### config.mk
export PLATFORM = sky130hd
export DESIGN_NAME = io_uart
export DESIGN_NICKNAME = d
export VERILOG_FILES = /design/src/rtl/io_uart.sv
export SDC_FILE = /design/constraint.sdc
export NUM_CORES = 1
export LEC_CHECK = 0
export CORE_UTILIZATION = 50
export CTS_CLUSTER_DIAMETER = 120
export DETAILED_ROUTE_END_ITERATION = 10
export GPL_ROUTABILITY_DRIVEN = 0
export PLACE_DENSITY = 0.73
export SYNTH_ARGS = -nofsm -noshare
export SYNTH_HDL_FRONTEND = slang
export SYNTH_SLANG_ARGS = --single-unit
### constraint.sdc
create_clock -name i_clock -period 3.9 [get_ports i_clock]
set_input_delay 1.17 -clock i_clock [delete_from_list [all_inputs] [get_ports i_clock]]
set_output_delay 1.17 -clock i_clock [all_outputs]
set_load 0.01 [all_outputs]
### src/rtl/io_uart.sv
// Byte-wide UART on the core IO port: TX FIFO + 8N1 serializer, 2-flop RX
// synchronizer + deserializer + RX FIFO whose head drives the read port.
module io_uart #(
  parameter int unsigned CLKDIV = 16,
  parameter int unsigned DEPTH  = 4
) (
  input  logic       i_clock,
  input  logic       i_reset,
  input  logic [7:0] i_ioout,
  input  logic       i_iowrite,
  input  logic       i_ioread,
  input  logic       i_rxd,
  output logic [7:0] o_ioin,
  output logic       o_int,
  output logic       o_txd
);

  localparam int unsigned AW = $clog2(DEPTH);
  localparam int unsigned CW = $clog2(CLKDIV);
  localparam logic [AW:0]   PtrOne   = (AW + 1)'(1);
  localparam logic [CW-1:0] CntOne   = CW'(1);
  localparam logic [CW-1:0] DivLast  = CW'(CLKDIV - 1);
  localparam logic [CW-1:0] HalfLast = CW'(CLKDIV / 2 - 1);

  typedef enum logic [1:0] {StIdle, StStart, StData, StStop} state_e;

  // ---------------- TX FIFO ----------------
  logic [7:0]  r_tx_mem [DEPTH];
  logic [AW:0] r_tx_wp, r_tx_rp;
  logic        w_tx_empty, w_tx_full, w_tx_push, w_tx_pop;
  logic [7:0]  w_tx_head;

  assign w_tx_empty = (r_tx_wp == r_tx_rp);
  assign w_tx_full  = (r_tx_wp[AW] != r_tx_rp[AW]) && (r_tx_wp[AW-1:0] == r_tx_rp[AW-1:0]);
  // A full FIFO still accepts a byte when the serializer pops in the same cycle.
  assign w_tx_push  = i_iowrite && (!w_tx_full || w_tx_pop);
  assign w_tx_head  = r_tx_mem[r_tx_rp[AW-1:0]];

  // TX storage write
  always_ff @(posedge i_clock) begin
    if (w_tx_push) r_tx_mem[r_tx_wp[AW-1:0]] <= i_ioout;
  end

  // TX pointer update
  always_ff @(posedge i_clock) begin
    if (i_reset) begin
      r_tx_wp <= '0;
      r_tx_rp <= '0;
    end else begin
      if (w_tx_push) r_tx_wp <= r_tx_wp + PtrOne;
      if (w_tx_pop)  r_tx_rp <= r_tx_rp + PtrOne;
    end
  end

  // ---------------- TX serializer ----------------
  state_e        r_tx_state, w_tx_state_nxt;
  logic [CW-1:0] r_tx_cnt, w_tx_cnt_nxt;
  logic [2:0]    r_tx_bit, w_tx_bit_nxt;
  logic [7:0]    r_tx_shift, w_tx_shift_nxt;
  logic          r_txd, w_txd_nxt;

  // TX state register; txd is registered so it changes only on edges
  always_ff @(posedge i_clock) begin
    if (i_reset) begin
      r_tx_state <= StIdle;
      r_tx_cnt   <= '0;
      r_tx_bit   <= '0;
      r_tx_shift <= '0;
      r_txd      <= 1'b1;
    end else begin
      r_tx_state <= w_tx_state_nxt;
      r_tx_cnt   <= w_tx_cnt_nxt;
      r_tx_bit   <= w_tx_bit_nxt;
      r_tx_shift <= w_tx_shift_nxt;
      r_txd      <= w_txd_nxt;
    end
  end

  // TX next-state: w_txd_nxt is the line level for the bit period being entered
  always_comb begin
    w_tx_state_nxt = r_tx_state;
    w_tx_cnt_nxt   = r_tx_cnt;
    w_tx_bit_nxt   = r_tx_bit;
    w_tx_shift_nxt = r_tx_shift;
    w_txd_nxt      = r_txd;
    w_tx_pop       = 1'b0;
    unique case (r_tx_state)
      StIdle: begin
        w_txd_nxt = 1'b1;
        if (!w_tx_empty) begin
          w_tx_pop       = 1'b1;
          w_tx_shift_nxt = w_tx_head;
          w_tx_cnt_nxt   = '0;
          w_tx_state_nxt = StStart;
          w_txd_nxt      = 1'b0;
        end
      end
      StStart: begin
        if (r_tx_cnt == DivLast) begin
          w_tx_cnt_nxt   = '0;
          w_tx_bit_nxt   = '0;
          w_tx_state_nxt = StData;
          w_txd_nxt      = r_tx_shift[0];
        end else begin
          w_tx_cnt_nxt = r_tx_cnt + CntOne;
        end
      end
      StData: begin
        if (r_tx_cnt == DivLast) begin
          w_tx_cnt_nxt = '0;
          if (r_tx_bit == 3'd7) begin
            w_tx_state_nxt = StStop;
            w_txd_nxt      = 1'b1;
          end else begin
            w_tx_bit_nxt   = r_tx_bit + 3'd1;
            w_tx_shift_nxt = {1'b0, r_tx_shift[7:1]};
            w_txd_nxt      = r_tx_shift[1];
          end
        end else begin
          w_tx_cnt_nxt = r_tx_cnt + CntOne;
        end
      end
      StStop: begin
        if (r_tx_cnt == DivLast) begin
          w_tx_cnt_nxt = '0;
          if (!w_tx_empty) begin
            // Chain straight into the next frame with no idle gap.
            w_tx_pop       = 1'b1;
            w_tx_shift_nxt = w_tx_head;
            w_tx_state_nxt = StStart;
            w_txd_nxt      = 1'b0;
          end else begin
            w_tx_state_nxt = StIdle;
            w_txd_nxt      = 1'b1;
          end
        end else begin
          w_tx_cnt_nxt = r_tx_cnt + CntOne;
        end
      end
      default: w_tx_state_nxt = StIdle;
    endcase
  end

  assign o_txd = r_txd;

  // ---------------- RX deserializer ----------------
  logic          r_rx_meta, r_rx_sync;
  state_e        r_rx_state, w_rx_state_nxt;
  logic [CW-1:0] r_rx_cnt, w_rx_cnt_nxt;
  logic [2:0]    r_rx_bit, w_rx_bit_nxt;
  logic [7:0]    r_rx_shift, w_rx_shift_nxt;
  logic          w_rx_push;

  // RX synchronizer and state register
  always_ff @(posedge i_clock) begin
    if (i_reset) begin
      r_rx_meta  <= 1'b1;
      r_rx_sync  <= 1'b1;
      r_rx_state <= StIdle;
      r_rx_cnt   <= '0;
      r_rx_bit   <= '0;
      r_rx_shift <= '0;
    end else begin
      r_rx_meta  <= i_rxd;
      r_rx_sync  <= r_rx_meta;
      r_rx_state <= w_rx_state_nxt;
      r_rx_cnt   <= w_rx_cnt_nxt;
      r_rx_bit   <= w_rx_bit_nxt;
      r_rx_shift <= w_rx_shift_nxt;
    end
  end

  // RX next-state: half-bit wait in START puts later samples near bit centres
  always_comb begin
    w_rx_state_nxt = r_rx_state;
    w_rx_cnt_nxt   = r_rx_cnt;
    w_rx_bit_nxt   = r_rx_bit;
    w_rx_shift_nxt = r_rx_shift;
    w_rx_push      = 1'b0;
    unique case (r_rx_state)
      StIdle: begin
        if (!r_rx_sync) begin
          w_rx_cnt_nxt   = '0;
          w_rx_state_nxt = StStart;
        end
      end
      StStart: begin
        if (r_rx_cnt == HalfLast) begin
          w_rx_cnt_nxt   = '0;
          w_rx_bit_nxt   = '0;
          w_rx_state_nxt = r_rx_sync ? StIdle : StData;
        end else begin
          w_rx_cnt_nxt = r_rx_cnt + CntOne;
        end
      end
      StData: begin
        if (r_rx_cnt == DivLast) begin
          w_rx_cnt_nxt   = '0;
          w_rx_shift_nxt = {r_rx_sync, r_rx_shift[7:1]};
          if (r_rx_bit == 3'd7) w_rx_state_nxt = StStop;
          else                  w_rx_bit_nxt   = r_rx_bit + 3'd1;
        end else begin
          w_rx_cnt_nxt = r_rx_cnt + CntOne;
        end
      end
      StStop: begin
        if (r_rx_cnt == DivLast) begin
          w_rx_cnt_nxt   = '0;
          w_rx_push      = r_rx_sync;
          w_rx_state_nxt = StIdle;
        end else begin
          w_rx_cnt_nxt = r_rx_cnt + CntOne;
        end
      end
      default: w_rx_state_nxt = StIdle;
    endcase
  end

  // ---------------- RX FIFO ----------------
  logic [7:0]  r_rx_mem [DEPTH];
  logic [AW:0] r_rx_wp, r_rx_rp;
  logic        w_rx_empty, w_rx_full, w_rx_wr, w_rx_pop;

  assign w_rx_empty = (r_rx_wp == r_rx_rp);
  assign w_rx_full  = (r_rx_wp[AW] != r_rx_rp[AW]) && (r_rx_wp[AW-1:0] == r_rx_rp[AW-1:0]);
  assign w_rx_pop   = i_ioread && !w_rx_empty;
  assign w_rx_wr    = w_rx_push && (!w_rx_full || w_rx_pop);

  // RX storage write
  always_ff @(posedge i_clock) begin
    if (w_rx_wr) r_rx_mem[r_rx_wp[AW-1:0]] <= r_rx_shift_nxt_byte();
  end

  function automatic logic [7:0] r_rx_shift_nxt_byte();
    return w_rx_shift_nxt;
  endfunction

  // RX pointer update
  always_ff @(posedge i_clock) begin
    if (i_reset) begin
      r_rx_wp <= '0;
      r_rx_rp <= '0;
    end else begin
      if (w_rx_wr)  r_rx_wp <= r_rx_wp + PtrOne;
      if (w_rx_pop) r_rx_rp <= r_rx_rp + PtrOne;
    end
  end

  assign o_ioin = w_rx_empty ? 8'h00 : r_rx_mem[r_rx_rp[AW-1:0]];
  assign o_int  = !w_rx_empty;

endmodule

==> results.cfg, run 1 <==
[sta]
fmax_mhz = 280
rsz0062_at_grt = false
fin_crit_ns = 3.57
fin_skew_ns = 0.0106
timing.final.ws_setup_ns = 0.333
setup_viol = 0
worst_slew_pin_slew_ns = 0.966
hold_violations = 0
timing.hold.ws_ns = 0.429
final-max-slew-violation-count = 0
timing.final.crit_share = 0.915
fin_tns_setup_ns = 0
slew_headroom = 0.356

[cells_and_area]
layout.cells.non_filler = 565
final_util = 0.614
drive_gt1_frac = 0.164
fillers = 746
diodes = 0
fin_nets = 453
area_growth_pct = 17.0

[power_and_ir_drop]
p_leak_nw = 2.30
p_per_area_nw_per_um2 = 583
max-vdd-ir-drop_mv = 0.392

[routing]
routed_wl_mm = 8.84
via_per_inst = 5.57
avgRoutedWirePerCell_um = 15.6
dr_total_vias = 3147
drtIter0Drc = 161
ant_nets = 0
dr.pass1.iters = 4
drc_errors = 0

[yosys]
ys_async_sr_fraction = 0
ys.flop_type = edfxtp_1
ys_types = 62
yosys-top-cells-count = 64 x edfxtp_1, 53 x dfxtp_1, 32 x nor2_1
ys_seq_elements = 117
synth_top_area_frac = 0.368
syn_area_sq_um = 5230
syn_nets = 429
postSynthCellCount = 395
synth_area_leaders = edfxtp_1 37%, dfxtp_1 20%, mux4_2 6.9%
postSynthAreaPerCell_sq_um = 13.2
yosysWarnings = 0
synth_most_common_cell = edfxtp_1
synth-edff-count = 64
synth_area_leader_cell = edfxtp_1
synth-seq-area-share = 0.571

[critical_path]
required_ns = 2.73
cp_max_fo = 8
criticalPathCategory = reg2out
end_kind = primary output
cp_slowest_cell = dfxtp_1
crit_chain = mux4_2 > nor2b_1 > clkdlybuf4s50_1
arrival_ns = 2.40
critPathTopFamily = flip-flops
cpPeakStageDelay_ns = 0.66
worstSetupStartpointType = flop
critPathBufInv = 1

[clock_network]
worst_skew_pair.late_latency_ns = 0.52
cts_buffer_depth = 2
clockRootBuffer = clkbuf_8
cts_buffers = 17
cts.htree.levels = 4
ctsHoldBuffers = 0
tritoncts = yes
path_clk_slew_ns = 0.06
cts.sink_count = 117

[hold_path]
hold_class = reg2reg

[grt]
grt_pass1_vias = 3131
grt_usage = 0.177
grt_first_pass_wirelength_mm = 14.7
grt_start_max_net_pins = 55
overflow = 0
antenna_found_initial = 0

[die]
io_pins = 23
die-area_sq_um = 10900
core_sq_um = 9950
row_count = 36
start_util = 0.525
die_y_um = 104
chipWidth_um = 104

[outcome]
status = finished clean

[place]
dpl.cell_count = 533
pre_cts_ws_ns = 0.671
port_buffers = 22
hpwl_mm = 5.79

[flow_run]
drv_cap = 0
==> flip-flops by register name, summed over array words and instances, names as in the netlist, 2 cells and up, named ones only <==
name,count
r_tx_wp,3
r_rx_shift,8
r_rx_mem,32
r_rx_rp,3
r_rx_wp,3
r_tx_shift,8
r_tx_cnt,4
r_rx_bit,3
r_tx_rp,3
r_rx_cnt,4
r_tx_bit,3
r_tx_mem,32
r_tx_state,2
==> kinds of logic after synthesis <==
| family | count (synthesis) | synth area share |
|---|---|---|
| xor+xnor | 11 | 0.0213 |
| compound gates | 54 | 0.0723 |
| mux | 47 | 0.133 |
| simple gates | 117 | 0.130 |
| buf+inv | 28 | 0.0216 |
| flops | 117 | 0.571 |
| fa+ha+maj | 21 | 0.0503 |
==> layout make-up <==
| class | count | area [sq um] | area share |
|---|---|---|---|
| flip-flops and latches | 117 | 2980 | 0.488 |
| clock buffers | 17 | 414 | 0.0678 |
| inverters | 10 | 37.5 | 0.00614 |
| multi-input cells | 250 | 2130 | 0.349 |
| well taps | 133 | 166 | 0.0272 |
| repair buffers | 23 | 223 | 0.0364 |
| clock inverters | 15 | 154 | 0.0252 |
==> final timing paths <==
check	start	end	slack [ns]	cells after the start
setup / recovery	flop	o_ioin[2]	0.33	3
hold / removal	r_rx_meta	r_rx_sync	0.43	1
setup reg to reg	r_rx_cnt[0]	r_rx_shift[5]	1.54	5
hold reg to reg	r_rx_meta	r_rx_sync	0.43	1
==> power breakdown <==
group	internal, mW	switching, mW
sequential	1.39	0.0734
combinational	0.289	0.331
clock	0.911	0.573
==> through the flow <==
stage	total power, mW	area (sq um)
finish	3.56	6110
floorplan	1.96	5230
global placement	2.08	5540
CTS	3.59	6110
detailed placement	2.10	5540
global route	3.72	6110
==> layer usage <==
metal | GRT usage | part of all wire | up-vias | wire, um
li1 | - | - | 1520 | -
met4 | 0.0786 | 0.019 | 0 | 171
met2 | 0.306 | 0.51 | 58 | 4480
met5 | 0 | 0 | - | 0
met1 | 0.200 | 0.44 | 1556 | 3920
met3 | 0.0564 | 0.030 | 13 | 269
==> layout by cell type, fill, tap and decap left out, drive strengths merged, types with 4 or more instances in the layout <==
| master | synthesis | routed |
|---|---|---|
| nand2b | 4 | 4 |
| nand3 | 10 | 10 |
| and2 | 5 | 5 |
| xor2 | 5 | 5 |
| mux4 | 16 | 16 |
| and3 | 6 | 6 |
| inv | 10 | 14 |
| edfxtp | 64 | 64 |
| dfxtp | 53 | 53 |
| clkbuf | 11 | 17 |
| nor2 | 32 | 32 |
| a21oi | 17 | 17 |
| mux2 | 18 | 18 |
| ha | 21 | 21 |
| mux2i | 13 | 13 |
| nand2 | 8 | 8 |
| o21ai | 10 | 10 |
| xnor2 | 6 | 6 |
| clkinv | 0 | 6 |
| nor2b | 27 | 27 |
| clkdlybuf4s50 | 0 | 21 |
==> what timing repair did <==
action | CTS | global route
setup buffers | 0 | 0
endpoints found under the setup margin | 0 | 9
gates resized for setup | 0 | 1
endpoints found under the hold margin | 0 | 0
Power figures use the tool's default switching activity.
==> run 2: changes to the inputs <==
--- a/config.mk
+++ b/config.mk
@@ -5,11 +5,12 @@
 export SDC_FILE = /design/constraint.sdc
 export NUM_CORES = 1
 export LEC_CHECK = 0
+export CORE_ASPECT_RATIO = 1.25
 export CORE_UTILIZATION = 50
 export CTS_CLUSTER_DIAMETER = 120
 export DETAILED_ROUTE_END_ITERATION = 10
 export GPL_ROUTABILITY_DRIVEN = 0
-export PLACE_DENSITY = 0.73
+export PLACE_DENSITY = 0.78
 export SYNTH_ARGS = -nofsm -noshare
 export SYNTH_HDL_FRONTEND = slang
 export SYNTH_SLANG_ARGS = --single-unit
==> results.cfg, run 2 (synthesis results as in run 1) <==
[routing]
avgRoutedWirePerCell_um = 15.9
routed_wl_mm = 8.93
dr_total_vias = 3113
dr.pass1.iters = 4
drtIter0Drc = 144
via_per_inst = 5.55
ant_nets = 0
drc_errors = 0

[cells_and_area]
final_area_sq_um = 6150
final_util = 0.608
fin_nets = 453
area_growth_pct = 17.7
final_cell_mix = 64 x edfxtp_1, 53 x dfxtp_1, 32 x nor2_1, 27 x nor2b_1
diodes = 0
fillers = 776
drive_gt1_frac = 0.164
layout.cells.non_filler = 561
final_common_cell = edfxtp_1

[grt]
grt_usage = 0.185
overflow = 0
grt_pass1_vias = 3248
grt_start_max_net_pins = 52
grt_first_pass_wirelength_mm = 15.0
antenna_found_initial = 0

[clock_network]
cts.sink_count = 117
cts.htree.levels = 4
tritoncts = yes
worst_skew_pair.late_latency_ns = 0.41
cts_resized = 0
ctsHoldBuffers = 0
cts_buffer_depth = 2
path_clk_slew_ns = 0.05
clockRootBuffer = clkbuf_16
cts_buffers = 17
postCtsSetupRepairBufs = 0

[critical_path]
worstSetupStartpointType = flop
reg2reg_from = r_rx_cnt[0]
critPathLaunch = r_rx_wp[1]
required_ns = 2.73
ff2ff_path_depth = 5
cp_max_fo = 9
cp_slowest_cell = nor3_1
end_kind = primary output
cpPeakStageDelay_ns = 0.79
r2r_end = r_rx_shift[0]
criticalPathCategory = reg2out
crit_chain = xor2_1 > nor3_1 > nor2b_1 > clkdlybuf4s50_1
arrival_ns = 2.36
r2r_slack_ns = 1.58

[hold_path]
hold_depth = 1
hold_class = reg2reg
worstHoldStart = r_rx_meta
hold-path-endpoint = r_rx_sync

[power_and_ir_drop]
max-vdd-ir-drop_mv = 0.419
p_leak_nw = 2.32
p_per_area_nw_per_um2 = 598
p_total_mw = 3.68

[die]
io_pins = 23
die_y_um = 116
core_sq_um = 10100
die-area_sq_um = 10900
row_count = 41
chipWidth_um = 93.4
start_util = 0.517

[flow_run]
drv_cap = 0

[sta]
hold_violations = 0
worst_slew_pin_slew_ns = 0.934
setup_viol = 0
slew_headroom = 0.373
fmax_mhz = 283
fin_tns_setup_ns = 0
final-max-slew-violation-count = 0
rsz0062_at_grt = false
fin_crit_ns = 3.53
timing.final.crit_share = 0.906
fin_skew_ns = 0.00742
timing.final.ws_setup_ns = 0.366
timing.hold.ws_ns = 0.409

[outcome]
status = finished clean

[place]
pre_cts_ws_ns = 0.715
place_area_sq_um = 5530
hpwl_mm = 5.88
dpl.cell_count = 529
port_buffers = 22
## run 2: worst max-delay path by stage
stage | endpoint | cells past startpoint
final | o_ioin[0] | 4
after global routing | o_ioin[0] | 4
after CTS | o_ioin[0] | 4
after detailed placement | o_ioin[1] | 4
after global placement | o_ioin[1] | 4
after floorplan | o_int | 3
## run 2: worst max-delay path, delay by kind of cell, from the launching register on
kind | cells | cell delay (ns)
buffers and inverters | 1 | 0.52
xor gates and xnor gates | 1 | 0.15
and+or+nand+nor | 2 | 0.90
DFF | 1 | 0.40
## run 2: layer usage
metal,track usage,vias to the layer above,routed length (um)
li1,-,1520,-
met1,0.192,1517,3750
met2,0.341,60,4720
met3,0.0527,16,270
met4,0.0923,0,188
met5,0,-,0
## run 2: where the power goes
part	total, mW	internal [mW]	switching [mW]
Clock	1.59	1.03	0.567
Combinational	0.622	0.290	0.332
Sequential	1.46	1.39	0.0759
Total	3.68	2.70	0.975
## run 2: cell type report
| type | instances | area, sq um | area share |
|---|---|---|---|
| clock inverters | 14 | 175 | 0.0285 |
| flip-flops and latches | 117 | 2980 | 0.485 |
| inverters | 10 | 37.5 | 0.00611 |
| repair buffers | 23 | 223 | 0.0362 |
| well taps | 129 | 161 | 0.0263 |
| multi-input cells | 250 | 2130 | 0.346 |
| clock buffers | 18 | 439 | 0.0714 |
